===== src/rtl/fifo_wr_arbiter.sv =====
// fifo_wr_arbiter
// Round-robin arbiter sharing one FIFO write port between N_REQ producers.
// A winner is chosen in IDLE by scanning req_valid from rr_ptr upward
// (modulo N_REQ). It then owns the write port for one burst. The burst ends
// on an accepted last beat, on the MAX_BURST-th accepted beat, or when the
// granted producer drops valid. Priority then rotates to the next index.
//
// Ports:
//   clk        system clock, rising edge
//   reset      asynchronous, active-low reset
//   req_valid  per-requester data valid
//   req_data   per-requester data, requester i at [i*WIDTH +: WIDTH]
//   req_last   per-requester final-beat marker
//   req_ready  per-requester accept (beat moves on valid && ready)
//   fifo_full  FIFO full flag
//   fifo_wr    FIFO write strobe
//   fifo_din   FIFO write data (zero when not writing)
//   grant_id   current or most recent granted requester
//   busy       high while a burst is in progress
module fifo_wr_arbiter #(
    parameter int N_REQ     = 4,
    parameter int WIDTH     = 8,
    parameter int MAX_BURST = 4
) (
    input  logic                       clk,
    input  logic                       reset,
    input  logic [N_REQ-1:0]           req_valid,
    input  logic [N_REQ*WIDTH-1:0]     req_data,
    input  logic [N_REQ-1:0]           req_last,
    output logic [N_REQ-1:0]           req_ready,
    input  logic                       fifo_full,
    output logic                       fifo_wr,
    output logic [WIDTH-1:0]           fifo_din,
    output logic [$clog2(N_REQ)-1:0]   grant_id,
    output logic                       busy
);

    localparam int ID_W  = $clog2(N_REQ);
    localparam int CNT_W = $clog2(MAX_BURST + 1);
    localparam logic [CNT_W-1:0] LAST_BEAT = CNT_W'(MAX_BURST - 1);

    typedef enum logic {
        IDLE  = 1'b0,
        BURST = 1'b1
    } state_t;

    state_t            state_reg, state_next;
    logic [ID_W-1:0]   rr_ptr_reg, rr_ptr_next;
    logic [ID_W-1:0]   grant_id_reg, grant_id_next;
    logic [CNT_W-1:0]  beat_cnt_reg, beat_cnt_next;

    logic              sel_found;
    logic [ID_W-1:0]   sel_id;
    logic [ID_W:0]     scan_idx;
    logic [ID_W-1:0]   rr_wrap;
    logic              grant_valid;
    logic              grant_last;
    logic              accept;
    logic [WIDTH-1:0]  data_arr [N_REQ];
    logic [N_REQ-1:0]  ready_vec;

    // Unpack the flat data bus and build the one-hot ready vector.
    generate
        for (genvar gi = 0; gi < N_REQ; gi++) begin : g_req
            localparam logic [ID_W-1:0] GI_ID = ID_W'(gi);
            assign data_arr[gi]  = req_data[gi*WIDTH +: WIDTH];
            assign ready_vec[gi] = (state_reg == BURST) && (grant_id_reg == GI_ID) && !fifo_full;
        end
    endgenerate

    assign req_ready = ready_vec;
    assign grant_id  = grant_id_reg;
    assign busy      = (state_reg == BURST);

    // Next round-robin start point after the current grant.
    assign rr_wrap = (grant_id_reg == ID_W'(N_REQ - 1)) ? '0 : grant_id_reg + ID_W'(1);

    // Rotating-priority select. Scanned from highest offset down so the
    // smallest offset from rr_ptr is the last one written and wins.
    always_comb begin
        sel_found = 1'b0;
        sel_id    = '0;
        scan_idx  = '0;
        for (int k = N_REQ - 1; k >= 0; k--) begin
            scan_idx = {1'b0, rr_ptr_reg} + (ID_W+1)'(k);
            if (scan_idx >= (ID_W+1)'(N_REQ)) begin
                scan_idx = scan_idx - (ID_W+1)'(N_REQ);
            end
            if (req_valid[scan_idx[ID_W-1:0]]) begin
                sel_found = 1'b1;
                sel_id    = scan_idx[ID_W-1:0];
            end
        end
    end

    always_ff @(posedge clk or negedge reset) begin
        if (!reset) begin
            state_reg    <= IDLE;
            rr_ptr_reg   <= '0;
            grant_id_reg <= '0;
            beat_cnt_reg <= '0;
        end else begin
            state_reg    <= state_next;
            rr_ptr_reg   <= rr_ptr_next;
            grant_id_reg <= grant_id_next;
            beat_cnt_reg <= beat_cnt_next;
        end
    end

    always_comb begin
        state_next    = state_reg;
        rr_ptr_next   = rr_ptr_reg;
        grant_id_next = grant_id_reg;
        beat_cnt_next = beat_cnt_reg;
        fifo_wr       = 1'b0;
        fifo_din      = '0;
        grant_valid   = req_valid[grant_id_reg];
        grant_last    = req_last[grant_id_reg];
        accept        = 1'b0;

        case (state_reg)
            IDLE: begin
                if (sel_found) begin
                    grant_id_next = sel_id;
                    beat_cnt_next = '0;
                    state_next    = BURST;
                end
            end
            BURST: begin
                // A full FIFO only stalls; only an idle producer, a last
                // beat or the burst limit releases the grant.
                accept  = grant_valid && !fifo_full;
                fifo_wr = accept;
                if (accept) begin
                    fifo_din      = data_arr[grant_id_reg];
                    beat_cnt_next = beat_cnt_reg + CNT_W'(1);
                end
                if (!grant_valid || (accept && (grant_last || beat_cnt_reg == LAST_BEAT))) begin
                    state_next  = IDLE;
                    rr_ptr_next = rr_wrap;
                end
            end
        endcase
    end

endmodule


===== config.mk =====
export PLATFORM = sky130hd
export DESIGN_NAME = fifo_wr_arbiter
export DESIGN_NICKNAME = d
export VERILOG_FILES = /design/src/rtl/fifo_wr_arbiter.sv
export SDC_FILE = /design/constraint.sdc
export NUM_CORES = 1
export LEC_CHECK = 0
export CORE_UTILIZATION = 34
export CTS_CLUSTER_SIZE = 8
export DETAILED_ROUTE_END_ITERATION = 8
export PLACE_DENSITY_LB_ADDON = 0.1
export SETUP_SLACK_MARGIN = 0.5
export SYNTH_ARGS = -nofsm -noshare
export SYNTH_HDL_FRONTEND = slang
export SYNTH_SLANG_ARGS = --single-unit

===== constraint.sdc =====
create_clock -name clk -period 2.5 [get_ports clk]
set_clock_uncertainty 0.15 [all_clocks]
set_input_delay 0.5 -clock clk [delete_from_list [all_inputs] [get_ports clk]]
set_output_delay 0.5 -clock clk [all_outputs]
set_load 0.005 [all_outputs]

Yosys cells after proc, flatten, opt, wreduce, memory -nomap -nowiden
Index checks and enable logic that the tools add are counted.
{ "totals": {"in_bits": 43, "wordCells": 86, "regBits": 8, "output_inout_bits": 16} }
{ "classes": {"n_lt_le_gt_ge": 10, "n_mux": 37, "n_reduce_logical": 18, "bitwise": 2, "n_addsub": 9, "n_eq_ne": 6} }
{ "op_table": {"columns": ["op", "count"], "rows": [
  ["$mux W8", 4],
  ["$mux W2", 9],
  ["$bmux W8 S2", 1],
  ["$lt A2 B3 Y1 const B", 5],
  ["$mux W1", 13],
  ["$bmux W1 S2", 6],
  ["$ge A3 B3 Y1 const B", 4],
  ["$logic_and A1 B1 Y1", 10],
  ["$sub A2 B1 Y2 const B", 4],
  ["$add A2 B2 Y3 const B", 2],
  ["$mux W3", 2],
  ["$pmux W3 S2", 1],
  ["$reduce_and A2 Y1", 3],
  ["$eq A2 B2 Y1 const B", 2],
  ["$add A2 B1 Y3 const B", 1],
  ["$add A3 B1 Y3 const B", 1],
  ["$eq A3 B2 Y1 const B", 1],
  ["$ge A2 B3 Y1 const B", 1],
  ["$not A2 Y3", 1],
  ["$add A2 B1 Y2 const B", 1],
  ["$eq A2 B1 Y1 const B", 1],
  ["$logic_not A1 Y1", 2],
  ["$logic_not A2 Y1", 1],
  ["$logic_or A1 B1 Y1", 2],
  ["4 further kinds", 4]
]} }

Longest topological paths before layout
Gate-level depths: netlist (run 1).
{ "logic_depth": {"depth_word": 11, "mapped_depth": 6, "ltp_nobuf": 6} }

Worst setup path after synthesis (run 1)
OpenSTA, ideal clock, no wires.
{ "synth_timing": {"path_kind": "register to output", "start": "register grant_id_reg[0] (netlist: grant_id[0])", "end": "output fifo_din[0]", "path_buffers": 1, "required_time_ns": 1.850, "setup_slack_ns": 0.397, "arrival_time_ns": 1.453, "path_stages_with_launch": 4, "path_cell_list": "dfrtp_1 -> buf_2 -> mux4_2 -> and3_1"} }
{ "synth_via": {"elab_chain_len": 6, "word_cells_on_any_way": 9, "cone_classes": "mux: 7; bitwise: 1; reduce/logical: 1"} }
{ "synth_rtl": {"columns": ["item", "line", "source"], "rows": [
  ["from (decl)", "49", "logic [ID_W-1:0] grant_id_reg, grant_id_next;"],
  ["from (signal assigned)", "105", "grant_id_reg <= grant_id_next;"],
  ["$not A2 Y3 (not written as such)", "135", "fifo_din = data_arr[grant_id_reg];"],
  ["$bmux W8 S2", "135", null],
  ["$mux W8 (not written as such) (2 in series)", "135", null],
  ["$mux W8 (*)", "134", "if (accept) begin"],
  ["$mux W8 (*)", "121", "case (state_reg)"],
  ["to (decl)", "33", "output logic [WIDTH-1:0] fifo_din,"]
]} }
Every way passes the cells marked *; elsewhere a longest branch is shown, timed or not. The select of a mux whose other input is x is not followed.

Worst setup path after layout (run 1)
{ "layout_timing": {"start": "register grant_id_reg[0] (netlist: grant_id[0])", "end": "output fifo_din[6]"} }
Same word-level chain as after synthesis.

==> metrics.csv, run 1 <==
stage;metric;value;unit
power;max-vdd-ir-drop;0.814;mV
synth;yosysWarnings;0;
cts;cts_buffers;3;
synth;syn_inst;79;
global_route;grt_max_degree;9;
power;power_density;926;mW/mm2
worst_setup_path;end_kind;primary output;
worst_setup_path;cp_cell_sequence;buf_12, mux4_2, buf_6, and3_4, buf_6;
synth;yosys_register_bits;8;
worst_setup_path;path_common_cell;buf_6;
final_layout;synthToLayoutAreaGrowth;119;%
worst_setup_path;critPathKind;register to primary output;
routing;avgRoutedWirePerCell;18.1;um
sta;timing.final.crit_share;94.3;%
final_layout;drive_gt1_share;45.8;%
cts;cts_sinks;8;
placement;port_buffers;58;
cts;cts_tree;yes;
sta;worst_pin_slew;400;ps
sta;timing.final.ws_setup;142;ps
worst_setup_path;path_max_fanout;3;
cts;h-tree-depth;1;
global_route;grt.overflow.total;0;
routing;drt_wl_total;3520;um
power;p_sw;629;uW
routing;viasPerCell;5.35;
final_layout;fin_nets;217;
cts;path_clk_slew;60;ps
floorplan;die_x;51.4;um
placement;gp_congestion;0.818;
synth;yosys.area.top_type;mux4_2;
synth;avgSynthCellArea;10.5;um2
worst_setup_path;worst-path-buf-inv;3;
global_route;grt_busiest_layer;met2;
sta;slew_violations;0;
synth;synth_area;828;um2
final_layout;n_antenna_cell;0;
synth;ys_types;27;
sta;setup_violations;0;
routing;first_iter_violations;5;
worst_setup_path;cp_top_family;multiplexers;
power;internal_power;1050;uW
routing;via_count;1037;
power;swShare;37.4;%
power;leakage;0.000817;uW
synth;yosys-top-cells-area;mux4_2 (24%), dfrtp_1 (24%), ha_1 (9.1%);
global_route;grt_pass1_vias;1042;
global_route;use_met3;3.87;%
run_status;status;finished clean;
cts;clock_latency;260;ps
worst_hold_path;min_path_type;input port to asynchronous set/reset pin;
global_route;met1_usage;29.7;%
final_layout;largest_register_ffs;3;
final_layout;final_cell_area;0.00182;mm2
power;p_seq_share;14.8;%
power;power_frac_comb;79.2;%
sta;period_minus_slack;2360;ps
flow_run;drv_cap;0;
synth;synth_seq_area_share;24.2;%
worst_setup_path;cp-start-kind;register;
synth;syn_nets;128;
floorplan;rows;17;
worst_setup_path;crit_path_max_incr_delay;540;ps
global_route;grt_pass1_wl;5020;um
cts;cts_buffer_depth;2;
sta;rsz0062_at_grt;true;
global_route;grt_use_met2;51.1;%
floorplan;coreArea;0.00225;mm2
routing;ant_nets;0;
floorplan;ios;59;
routing;post-route-drc-count;0;
sta;hold_viol_final;0;
worst_setup_path;crit_arrival;1710;ps
worst_setup_path;cp_slowest_cell;mux4_2;
placement;dp_hpwl;2130;um
worst_setup_path;required;1850;ps
routing;drt-pass1-iter-count;4;
cts;root_buffer;clkbuf_4;
sta;relSlewSlack;72.6;%
sta;fmaxAchievable;0.424;GHz
placement;post-place-ws;-333;ps
placement;dpl_cell_area;0.00153;mm2
final_layout;layout.cells.most_common;clkdlybuf4s50_1;
floorplan;die_area;0.00264;mm2
power;power.share.clock;6.1;%
final_layout;final_cell_mix;clkdlybuf4s50_1 (34), buf_4 (20), buf_6 (14);
sta;fin_tns_setup;0;ps
global_route;grtUsageTotal;27.1;%
global_route;grt_antenna_before_repair;0;
synth;yosysTopAreaCellShare;24.5;%
floorplan;start_util;36.7;%
floorplan;die_y;51.4;um
==> cell type report <==
cell class	count	area (um2)
flip-flops and latches	8	201
repair buffers	87	818
clock buffers	3	22.5
well taps	28	35.0
multi-input cells	64	719
fillers	139	438
inverters	4	20.0
==> cell usage after synthesis, drive strengths merged <==
cell type  number
nor2b           3
mux4            9
nor2            4
nand3           4
nor3b           1
or3             2
mux2i           2
o21ai           4
dfrtp           8
nand2           4
buf             2
a221o           1
clkbuf          2
mux2            3
ha              6
a2111oi         1
and2            4
inv             4
a21o            1
and3            8
a21oi           3
a31o            1
a31oi           1
nand2b          1
==> cells by family (layout without fill, tap and decap cells) <==
group | Yosys count | in the layout | synth area share, %
AO/OA/AOI/OAI | 12 | 12 | 9.97
flip-flops | 8 | 8 | 24.2
buffers and inverters | 8 | 94 | 4.23
adder cells (fa/ha/maj) | 6 | 6 | 9.06
multiplexers | 14 | 15 | 31.4
AND/OR/NAND/NOR | 31 | 31 | 21.1
==> repair_timing <==
item,CTS,global route
hold buffers,0,0
endpoints found under the setup margin,17,15
cloned,1,0
buffers inserted,13,2
resized for setup,94,15
pin swaps,9,3
==> stage by stage <==
stage / power [uW] / util (%) / hold WS (ps) / std cells
after global placement: 1120 / 67.8 / 334 / 175
after CTS: 1540 / 76.5 / 365 / 192
after floorplan: 745 / - / 54.4 / 79
after global routing: 1770 / 80.6 / 372 / 194
final: 1680 / 80.6 / 356 / 194
after detailed placement: 1140 / 67.8 / 350 / 175
==> routing by layer <==
layer	wire, um	vias to the layer above
met1	1410	506
met3	168	10
li1	-	479
met4	86	0
met5	0	-
met2	1850	42
==> path summary, 6_finish.rpt <==
kind                                  from  slack [ps]               to  cells past startpoint
max                            grant_id[0]         140      fifo_din[6]                      5
min                                  reset         360    rr_ptr_reg[0]                      1
max reg2reg                    grant_id[0]         400    rr_ptr_reg[0]                      7
min reg2reg                beat_cnt_reg[0]         360  beat_cnt_reg[0]                      1
max in group asynchronous            reset        1550      grant_id[0]                      1
min in group clk           beat_cnt_reg[0]         360  beat_cnt_reg[0]                      1
==> power groups by stage <==
stage | logic [uW] | registers (uW) | clock network, uW
after floorplan | 490 | 255 | 0
after global placement | 880 | 236 | 0
after detailed placement | 895 | 241 | 0
after CTS | 1190 | 244 | 104
after global routing | 1400 | 255 | 111
final | 1330 | 249 | 102
(Power assumes the default switching activity.)
==> inputs of run 2 (changes only) <==
- GPL_ROUTABILITY_DRIVEN: not set -> 1
- HOLD_SLACK_MARGIN: not set -> 0.12
==> results of run 2 <==
Same layout as run 1: the final DEF is identical, and so are final timing and power.
==> inputs of run 3 (changes only) <==
- PLACE_DENSITY: not set -> 0.79
- PLACE_DENSITY_LB_ADDON: 0.1 -> not set
==> run 3 against run 2 <==
  * Cell area hardly changed
  * Register-to-register slack worse by 190 ps
  * Die area stayed put
  * Global-route usage is 2.9 points higher
  * Clock power hardly changed
  * Critical path depth stayed put
  * Non-clock buffer count is 1 lower
  * Sequential power is 2% higher
  * Setup slack better by 6.7 ps
  * Maximum frequency is 0.29% higher
  * Critical path type unchanged
==> metrics.csv, run 3 (synthesis gave the netlist of run 1 again) <==
stage;metric;value;unit
routing;drt_wl_total;3510;um
sta;timing.final.crit_share;94.1;%
worst_setup_path;worst-r2r-setup-slack;210;ps
worst_setup_path;reg2regPathDepth;9;
cts;cts_buffers;3;
worst_setup_path;startpoint;grant_id[0];
placement;post-place-ws;-327;ps
worst_setup_path;required;1850;ps
worst_setup_path;path_max_fanout;4;
final_layout;n_antenna_cell;0;
power;leakage;0.000852;uW
routing;avgRoutedWirePerCell;18.2;um
final_layout;layout.cells.most_common;clkdlybuf4s50_1;
worst_setup_path;cp_cell_sequence;buf_6, mux4_2, buf_6, and3_4, buf_6;
floorplan;start_util;36.7;%
sta;hold_viol_final;0;
global_route;grt_max_degree;13;
worst_setup_path;crit_arrival;1700;ps
sta;relSlewSlack;75.0;%
floorplan;rows;17;
routing;wl_met3;83;um
flow_run;drv_cap;0;
worst_setup_path;cp-start-kind;register;
sta;fmaxAchievable;0.425;GHz
routing;wirelength_met1;1250;um
final_layout;final_cell_mix;clkdlybuf4s50_1 (29), buf_6 (18), buf_4 (16), dlygate4sd2_1 (16), mux4_2 (10);
placement;port_buffers;58;
placement;gp_congestion;0.840;
routing;first_iter_violations;11;
worst_setup_path;cp_slowest_cell;mux4_2;
routing;met2WireLength;2040;um
cts;cts_tree;yes;
final_layout;synthToLayoutAreaGrowth;119;%
global_route;grt.overflow.total;0;
cts;cts_buffer_depth;2;
floorplan;coreArea;0.00225;mm2
sta;slew_violations;0;
floorplan;ios;59;
worst_setup_path;crit_cells;5;
global_route;grt_pass1_wl;5530;um
sta;timing.final.ws_setup;148;ps
worst_hold_path;min_path_type;register to register;
sta;rsz0062_at_grt;true;
global_route;grtUsageTotal;30.0;%
worst_setup_path;end_kind;primary output;
sta;fin_tns_setup;0;ps
sta;setup_violations;0;
global_route;grt_antenna_before_repair;0;
placement;dp_hpwl;2360;um
final_layout;largest_register_ffs;3;
worst_setup_path;critPathKind;register to primary output;
cts;clock_latency;260;ps
worst_setup_path;r2r-start;grant_id[0];
final_layout;fin_nets;216;
final_layout;final_util;80.5;%
power;power_density;921;mW/mm2
cts;path_clk_slew;50;ps
final_layout;drive_gt1_share;44.2;%
worst_hold_path;min_path_cells;1;
floorplan;die_x;51.4;um
power;max-vdd-ir-drop;0.719;mV
run_status;status;finished clean;
sta;period_minus_slack;2350;ps
cts;cts_sinks;8;
floorplan;die_area;0.00264;mm2
routing;post-route-drc-count;0;
routing;viasPerCell;5.38;
routing;drt-pass1-iter-count;4;
routing;top_layer;met4;
cts;h-tree-depth;1;
worst_setup_path;r2r_end;rr_ptr_reg[0];
worst_setup_path;crit_path_max_incr_delay;520;ps
worst_setup_path;path_common_cell;buf_6;
sta;worst_pin_slew;373;ps
floorplan;die_y;51.4;um
worst_setup_path;endpoint;fifo_din[1];
cts;root_buffer;clkbuf_4;
cts;hold_buffers;0;
worst_setup_path;cp_top_family;multiplexers;
worst_setup_path;worst-path-buf-inv;3;
routing;ant_nets;0;
routing;via_count;1038;
global_route;grt_pass1_vias;1160;
run 3: cell count changes in the layout (fill, tap and decap cells not counted), moves of 2 or more:
cell             previous run  this run
dlygate4sd2_1               8        16
clkdlybuf4s50_1            34        29
buf_4                      20        16
buf_6                      14        18
buf_2                       6         3
clkdlybuf4s15_1             3         1
dlymetal6s2s_1              0         2
ha_1                        3         5
ha_4                        3         1
run 3: power by group:
group / leakage (uW) / switching [uW] / internal, uW
clock: 0.0000138 / 47.4 / 55.2
sequential: 0.0000990 / 64.7 / 189
combinational: 0.000740 / 516 / 800
total: 0.000852 / 628 / 1040
run 3: per-stage QoR:
step	hold WS, ps	cell area [um2]	power (uW)	instances
3_3_place_gp	336	1520	1100	172
3_5_place_dp	342	1520	1130	172
4_1_cts	355	1740	1550	191
2_1_floorplan	54.4	835	745	79
5_1_grt	391	1820	1770	193
6_report	350	1820	1670	193
run 3: cell type report:
cell class                      count  area, um2
Timing Repair Buffer               86        823
Clock buffer                        3       22.5
Sequential cell                     8        201
Tap cell                           28       35.0
Inverter                            4       20.0
Multi-Input combinational cell     64        713
Fill cell                         142        439
run 3: worst min path at each step:
stage,from,endpoint
floorplan,reset,beat_cnt_reg[0]
global placement,beat_cnt_reg[2],beat_cnt_reg[2]
detailed placement,beat_cnt_reg[0],beat_cnt_reg[0]
CTS,beat_cnt_reg[0],beat_cnt_reg[0]
global route,beat_cnt_reg[0],beat_cnt_reg[0]
finish,beat_cnt_reg[0],beat_cnt_reg[0]
run 3: what timing repair did:
action                     CTS  global route
pin swaps                    8             5
resized for setup           93            14
gates cloned                 3             0
buffers inserted            13             2
setup endpoints to repair   16            19
hold endpoints to repair     0             0
run 3: metal layers:
metal,vias to the layer above,track usage [%]
li1,483,-
met1,514,30.1
met2,27,58.6
met3,14,4.46
met4,0,15.3
met5,-,0
